File: config.mk
export PLATFORM = sky130hd
export DESIGN_NAME = ppm16_rx_ctrl
export DESIGN_NICKNAME = d
export VERILOG_FILES = /design/src/rtl/ppm16_rx_ctrl.sv
export SDC_FILE = /design/constraint.sdc
export NUM_CORES = 1
export LEC_CHECK = 0
export CELL_PAD_IN_SITES_DETAIL_PLACEMENT = 0
export CELL_PAD_IN_SITES_GLOBAL_PLACEMENT = 2
export CORE_MARGIN = 2
export CORE_UTILIZATION = 32
export DETAILED_ROUTE_END_ITERATION = 8
export PLACE_DENSITY_LB_ADDON = 0.1
export SLEW_MARGIN = 30
export SYNTH_ARGS = -nofsm -noshare
export SYNTH_HDL_FRONTEND = slang
export SYNTH_SLANG_ARGS = --single-unit
export TNS_END_PERCENT = 100
File: constraint.sdc
create_clock -name clk -period 2.9 [get_ports clk]
set_input_delay 0.58 -clock clk [delete_from_list [all_inputs] [get_ports clk]]
set_output_delay 0.58 -clock clk [all_outputs]
set_load 0.05 [all_outputs]
File: src/rtl/ppm16_rx_ctrl.sv
// ppm16_rx_ctrl: receive-side sequencer for the 16-ary PPM demodulator.
// It arms the demodulator and supervises its preamble search with a
// timeout. Pairs of 4-bit symbols are packed into bytes and written to
// the RX FIFO. Packet end, search timeout and FIFO overflow are reported.
// Every output comes straight from a flop.
module ppm16_rx_ctrl #(
  parameter int TIMEOUT_BITS = 16,
  parameter int COUNT_BITS   = 16
) (
  input  logic                    clk,
  input  logic                    resetn,
  input  logic                    enable,
  input  logic [TIMEOUT_BITS-1:0] timeout_cycles,
  input  logic                    clear_flags,
  input  logic [2:0]              demod_state,
  input  logic                    demod_packet_detected,
  input  logic                    demod_dout_valid,
  input  logic [3:0]              demod_dout,
  output logic                    demod_rx_start,
  output logic                    demod_abort_n,
  output logic [7:0]              fifo_wdata,
  output logic                    fifo_wvalid,
  input  logic                    fifo_full,
  output logic                    busy,
  output logic                    pkt_done,
  output logic                    timeout,
  output logic                    overflow,
  output logic [COUNT_BITS-1:0]   byte_count
);

  localparam logic [2:0] ST_IDLE    = 3'd0;
  localparam logic [2:0] ST_START   = 3'd1;
  localparam logic [2:0] ST_SEARCH  = 3'd2;
  localparam logic [2:0] ST_RECEIVE = 3'd3;
  localparam logic [2:0] ST_FLUSH   = 3'd4;
  localparam logic [2:0] ST_DONE    = 3'd5;
  localparam logic [2:0] ST_ABORT   = 3'd6;

  localparam logic [2:0] DEMOD_IDLE = 3'd0;

  logic [2:0]              state_q,    state_d;
  logic [TIMEOUT_BITS-1:0] tmo_cnt_q,  tmo_cnt_d;
  logic                    pend_q,     pend_d;
  logic [3:0]              high_q,     high_d;
  logic [7:0]              wdata_q,    wdata_d;
  logic                    wvalid_q,   wvalid_d;
  logic [COUNT_BITS-1:0]   count_q,    count_d;
  logic                    ovf_q,      ovf_d;
  logic                    rx_start_q, rx_start_d;
  logic                    abort_n_q,  abort_n_d;
  logic                    busy_q,     busy_d;
  logic                    done_q,     done_d;
  logic                    timeout_q,  timeout_d;

  // Set for one cycle when a byte is ready for the FIFO. A byte is ready
  // when a nibble pair completes in RECEIVE, or when FLUSH pads out a lone
  // high nibble.
  logic       byte_vld;
  logic [7:0] byte_val;

  // Sequencer next state, search timer and nibble packer.
  always_comb begin
    // NOTE: every signal assigned here gets a default first, so no path
    // leaves a value unassigned and no latch can be inferred.
    state_d   = state_q;
    tmo_cnt_d = tmo_cnt_q;
    pend_d    = pend_q;
    high_d    = high_q;
    timeout_d = 1'b0;
    byte_vld  = 1'b0;
    byte_val  = 8'h00;

    case (state_q)
      ST_IDLE: begin
        if (enable) state_d = ST_START;
      end

      ST_START: begin
        tmo_cnt_d = '0;
        pend_d    = 1'b0;
        state_d   = ST_SEARCH;
      end

      ST_SEARCH: begin
        tmo_cnt_d = tmo_cnt_q + TIMEOUT_BITS'(1);
        // A detected packet wins over both abort reasons.
        if (demod_packet_detected) begin
          state_d = ST_RECEIVE;
        end else if (!enable) begin
          state_d = ST_ABORT;
        end else if ((timeout_cycles != '0) &&
                     (tmo_cnt_q == timeout_cycles - TIMEOUT_BITS'(1))) begin
          timeout_d = 1'b1;
          state_d   = ST_ABORT;
        end
      end

      ST_RECEIVE: begin
        if (demod_dout_valid) begin
          if (!pend_q) begin
            high_d = demod_dout;
            pend_d = 1'b1;
          end else begin
            byte_vld = 1'b1;
            byte_val = {high_q, demod_dout};
            pend_d   = 1'b0;
          end
        end
        // The packet ends when the demodulator returns to idle. Any symbol
        // arriving in that same cycle has already been folded into pend_d.
        // Enable is ignored here so that a packet is never cut short.
        if (demod_state == DEMOD_IDLE) begin
          state_d = pend_d ? ST_FLUSH : ST_DONE;
        end
      end

      ST_FLUSH: begin
        byte_vld = 1'b1;
        byte_val = {high_q, 4'h0};
        pend_d   = 1'b0;
        state_d  = ST_DONE;
      end

      ST_DONE, ST_ABORT: begin
        state_d = enable ? ST_START : ST_IDLE;
      end

      default: state_d = ST_IDLE;
    endcase
  end

  // FIFO write, byte counter, sticky overflow and the registered status pulses.
  always_comb begin
    // A byte that meets a full FIFO is dropped and does not count.
    wvalid_d = byte_vld && !fifo_full;
    wdata_d  = byte_vld ? byte_val : wdata_q;

    if (state_d == ST_START) begin
      count_d = '0;
    end else if (wvalid_d && (count_q != '1)) begin
      count_d = count_q + COUNT_BITS'(1);
    end else begin
      count_d = count_q;
    end

    // If a drop and clear_flags happen in the same cycle, the drop wins.
    if (byte_vld && fifo_full) begin
      ovf_d = 1'b1;
    end else if (clear_flags) begin
      ovf_d = 1'b0;
    end else begin
      ovf_d = ovf_q;
    end

    rx_start_d = (state_d == ST_START);
    abort_n_d  = (state_d != ST_ABORT);
    busy_d     = (state_d != ST_IDLE);
    done_d     = (state_d == ST_DONE);
  end

  // State and output registers with asynchronous active-low reset.
  always_ff @(posedge clk or negedge resetn) begin
    if (!resetn) begin
      state_q    <= ST_IDLE;
      tmo_cnt_q  <= '0;
      pend_q     <= 1'b0;
      high_q     <= 4'h0;
      wdata_q    <= 8'h00;
      wvalid_q   <= 1'b0;
      count_q    <= '0;
      ovf_q      <= 1'b0;
      rx_start_q <= 1'b0;
      abort_n_q  <= 1'b1;
      busy_q     <= 1'b0;
      done_q     <= 1'b0;
      timeout_q  <= 1'b0;
    end else begin
      // NOTE: non-blocking assignments, so every flop samples the values
      // from before this edge, whatever the statement order.
      state_q    <= state_d;
      tmo_cnt_q  <= tmo_cnt_d;
      pend_q     <= pend_d;
      high_q     <= high_d;
      wdata_q    <= wdata_d;
      wvalid_q   <= wvalid_d;
      count_q    <= count_d;
      ovf_q      <= ovf_d;
      rx_start_q <= rx_start_d;
      abort_n_q  <= abort_n_d;
      busy_q     <= busy_d;
      done_q     <= done_d;
      timeout_q  <= timeout_d;
    end
  end

  assign demod_rx_start = rx_start_q;
  assign demod_abort_n  = abort_n_q;
  assign fifo_wdata     = wdata_q;
  assign fifo_wvalid    = wvalid_q;
  assign busy           = busy_q;
  assign pkt_done       = done_q;
  assign timeout        = timeout_q;
  assign overflow       = ovf_q;
  assign byte_count     = count_q;

endmodule
==> results.md <==
- Die area: 10800 sq um
- Via Count: 2727
- Later-pin clock latency in the skew report: between 0.3 and 0.4 ns
- Achievable clock frequency: 360 MHz
- Share of the clock period used by the worst path: between 90 and 100%
- Setup-failing EPs final: 0
- Max-cap violations: 0
- Share of the core filled with cells in the final layout: about 45%
- CTS tree: done
- CP startpoint kind: input port
- Die height: 104 um
- Slowest Stage Delay on Critical Path: roughly 0.52 ns
- Top-Level Pins: just over 60
- Global route overflow: 0
- RSZ-0062 raised after global routing: no
- Max IR drop VDD: ~0.45 mV
- Cell chain of the critical path: clkdlybuf4s50_1, inv_1, ha_4, o21ba_1, a221oi_2, a41oi_1, or4_4, nor3_4, a21oi_4, buf_12, and2_1
- Async S/R FF share, synth: 100%
- Avg Synthesized Cell Area: 9.78 sq um
- Clock group share of total power: 14.7%
- Termination of the worst setup path: demod_rx_start
- Die boundary width: 104 um
- First-pass detailed-route iteration total: 4
- Post-synth net total: 363
- Worst EP required: 3.10 ns
- Total Routing Usage GR: 15.5%
- First-pass GRT wire length: 13900 um
- Rows: 36
- Launching point of the worst reg2reg path: tmo_cnt_q[5]
- Minimum setup slack among reg-to-reg paths: 0.57 ns
- Number of input and output port buffers inserted: 60
- Tightest slew margin relative to the limit: 48.1%
- Growth of design area from synthesis to finish: 36.6%
- Routability-driven placement congestion ratio: 0.755
- Internal power component: approximately 1.6 mW
- Register bit count reported by yosys: 55
- DRC Markers: 0
- Area of all placed cells without fillers: 4380 sq um
- Worst Setup End Kind: flip-flop
- Post-synthesis sequential area ratio: 42.9%
- Fill cell instance count of the final layout: 968
- Reg power frac: 37.9%
- Effective utilization at floorplan: 32.8%
- Share of post-route cells with drive strength above 1: a little under a fifth
- Post-synth design cell area: between 3000 and 4000 sq um
- Clock skew after layout: 0.00882 ns
- Number of hold violations in the final report: 0
- Post-layout net count: 460
- Fraction of synthesized cell area taken by the top area cell type: 42.1%
- Warnings from Yosys: 0
- Final slew viol count: 0
- Root Buffer: sky130_fd_sc_hd__clkbuf_8
- Top cell type by total area after synthesis: sky130_fd_sc_hd__dfrtp_1
- Worst setup path category: in -> reg
- Number of buffers on the longest clock path: 2
- Floorplan Core Area: 9770 sq um
- Logic gate share of total power: 47.4%
- Via density per instance: around 4.9
- Worst hold-check path type: in -> async
- Overall power consumption: 2.82 mW
- Main area contributors after synthesis: sky130_fd_sc_hd__dfrtp_1 42%, sky130_fd_sc_hd__xor2_1 6.0%, sky130_fd_sc_hd__xnor2_1 3.8%
- CP Data Arrival Time: between 2 and 3 ns
- Most common library cells after synthesis: 54 x sky130_fd_sc_hd__dfrtp_1, 27 x sky130_fd_sc_hd__nand2_1, 22 x sky130_fd_sc_hd__nand3_1, 22 x sky130_fd_sc_hd__xor2_1, 21 x sky130_fd_sc_hd__nor2_1
- Starting DRC count in detailed routing: 35
- Via count of the first global-routing pass: 2913
- Power density normalized to cell area: 643 nW/um^2
- Post-place instance area: 4240 sq um
- Ant. Diodes: 0
- Num CTS Buffers: 5
- Sw Share: 42.3%
- Final Instance Count excl. Fillers: approximately 560
- Cell count after placement: 551
- Number of routed nets with antenna violations: 0
- Number of H-tree branching levels: 2
- Routed WL per cell: 14.5 um
- Most instantiated library cell after synthesis: sky130_fd_sc_hd__dfrtp_1
- Post-Synthesis Cells: 328
- Wirelength, routed: approximately 8100 um
- Outcome: finished clean
- Max FO, Critical Path: 19
- Cell with the largest stage delay on the worst path: sky130_fd_sc_hd__or4_4
- Leakage Power: 1.84 nW
- Endpoint of the most critical register-to-register path: demod_rx_start
- Launching element of the worst setup path: timeout_cycles[0]
- Pin count of the biggest net entering global routing: 35
- CTS clk-pin slew, worst paths: 0.09 ns
- Most used DFF post-synth: sky130_fd_sc_hd__dfrtp_1
- Clock net sink count: 55
- Switching pwr: 1.19 mW
- Number of buffers inserted for hold repair after clock tree synthesis: 0
- Antenna violations before repair: 0
- Slew at the pin closest to its max-slew limit: just under 0.8 ns
- Post-CTS repair timing setup buffer count: 0
- Number of enable-type register cells in the synthesized netlist: 0
- DPL Wire Length: roughly 6000 um
- Count of unique library cells instantiated by Yosys: 58
- Final critical delay including setup and external delays: 2.77 ns
- Logic depth of the worst register-to-register path: 8
## state kept, by name, indices dropped and copies added, names as in the netlist
| name | cells |
|---|---|
| overflow | 1 |
| busy | 1 |
| state_q | 3 |
| demod_abort_n | 1 |
| byte_count | 16 |
| tmo_cnt_q | 16 |
| pend_q | 1 |
| pkt_done | 1 |
| high_q | 4 |
| fifo_wvalid | 1 |
| timeout | 1 |
| demod_rx_start | 1 |
| fifo_wdata | 8 |
## per-layer routing
layer	vias to the layer above	global-route usage (%)	routed length (um)
met5	-	0	0
met1	1289	20.1	3780
met3	6	2.76	254
li1	1386	-	-
met2	46	26.7	3990
met4	0	3.76	69
## power groups by stage
stage	Clock (mW)	Combinational (mW)	Sequential (mW)
2_1_floorplan	0	0.588	1.35
3_3_place_gp	0	1.33	1.09
3_5_place_dp	0	1.34	1.09
4_1_cts	0.440	1.35	1.07
5_1_grt	0.468	1.45	1.10
6_report	0.414	1.34	1.07
## cells by family after synthesis
kind of cell / share of synthesized area, %
buf+inv: 2.92
flops: 42.9
xor+xnor: 9.82
compound gates: 15.7
simple gates: 22.2
mux: 4.52
fa+ha+maj: 1.95
## stage by stage
| stage | hold slack [ns] | setup WS [ns] | TNS [ns] |
|---|---|---|---|
| after floorplan | 0.284 | 0.220 | 0 |
| after global placement | 0.471 | -0.339 | -5.93 |
| after detailed placement | 0.478 | -0.388 | -7.05 |
| after CTS | 0.364 | 0.00595 | 0 |
| after global routing | 0.393 | 0.00522 | 0 |
| final | 0.344 | 0.125 | 0 |
## how the worst min path moves through the flow
| stage | slack (ns) | from | cells past startpoint | to |
|---|---|---|---|---|
| floorplan | 0.28 | resetn | 0 | busy |
| global placement | 0.47 | high_q[3] | 1 | fifo_wdata[7] |
| detailed placement | 0.48 | high_q[0] | 1 | fifo_wdata[4] |
| CTS | 0.36 | resetn | 1 | fifo_wvalid |
| global route | 0.39 | resetn | 1 | byte_count[8] |
| finish | 0.34 | resetn | 1 | byte_count[8] |
## layout make-up
type	count	area, sq um	area share, %
multi-input combinational	251	1800	41.0
sequential	55	1380	31.4
timing repair buffer	101	916	20.9
tap	133	166	3.80
clock buffer	5	68.8	1.57
inverter	11	41.3	0.942
clock inverter	3	15.0	0.343
## cell usage in the layout, fill, tap and decap left out, drive strengths merged, types with 5 or more instances in the layout
cell type / n
ha: 5
buf: 42
nor2: 21
nand3: 22
dfrtp: 54
mux2i: 10
clkbuf: 5
nor3: 13
nand2b: 6
and3: 6
a22o: 10
clkdlybuf4s50: 59
xor2: 22
inv: 11
nor4: 8
and2: 5
o21ai: 12
xnor2: 14
a21oi: 20
nand2: 27
## critical path: cells and delay by family
kind | cells | cell delay (ns)
AND/OR/NAND/NOR | 3 | 0.91
buffers and inverters | 3 | 0.70
AO/OA/AOI/OAI | 4 | 0.60
adder cells (fa/ha/maj) | 1 | 0.18
## timing repair
| item | CTS | global route |
|---|---|---|
| pin swaps | 1 | 1 |
| resized for setup | 2 | 9 |
| setup endpoints to repair | 18 | 21 |
(Power assumes the default switching activity.)
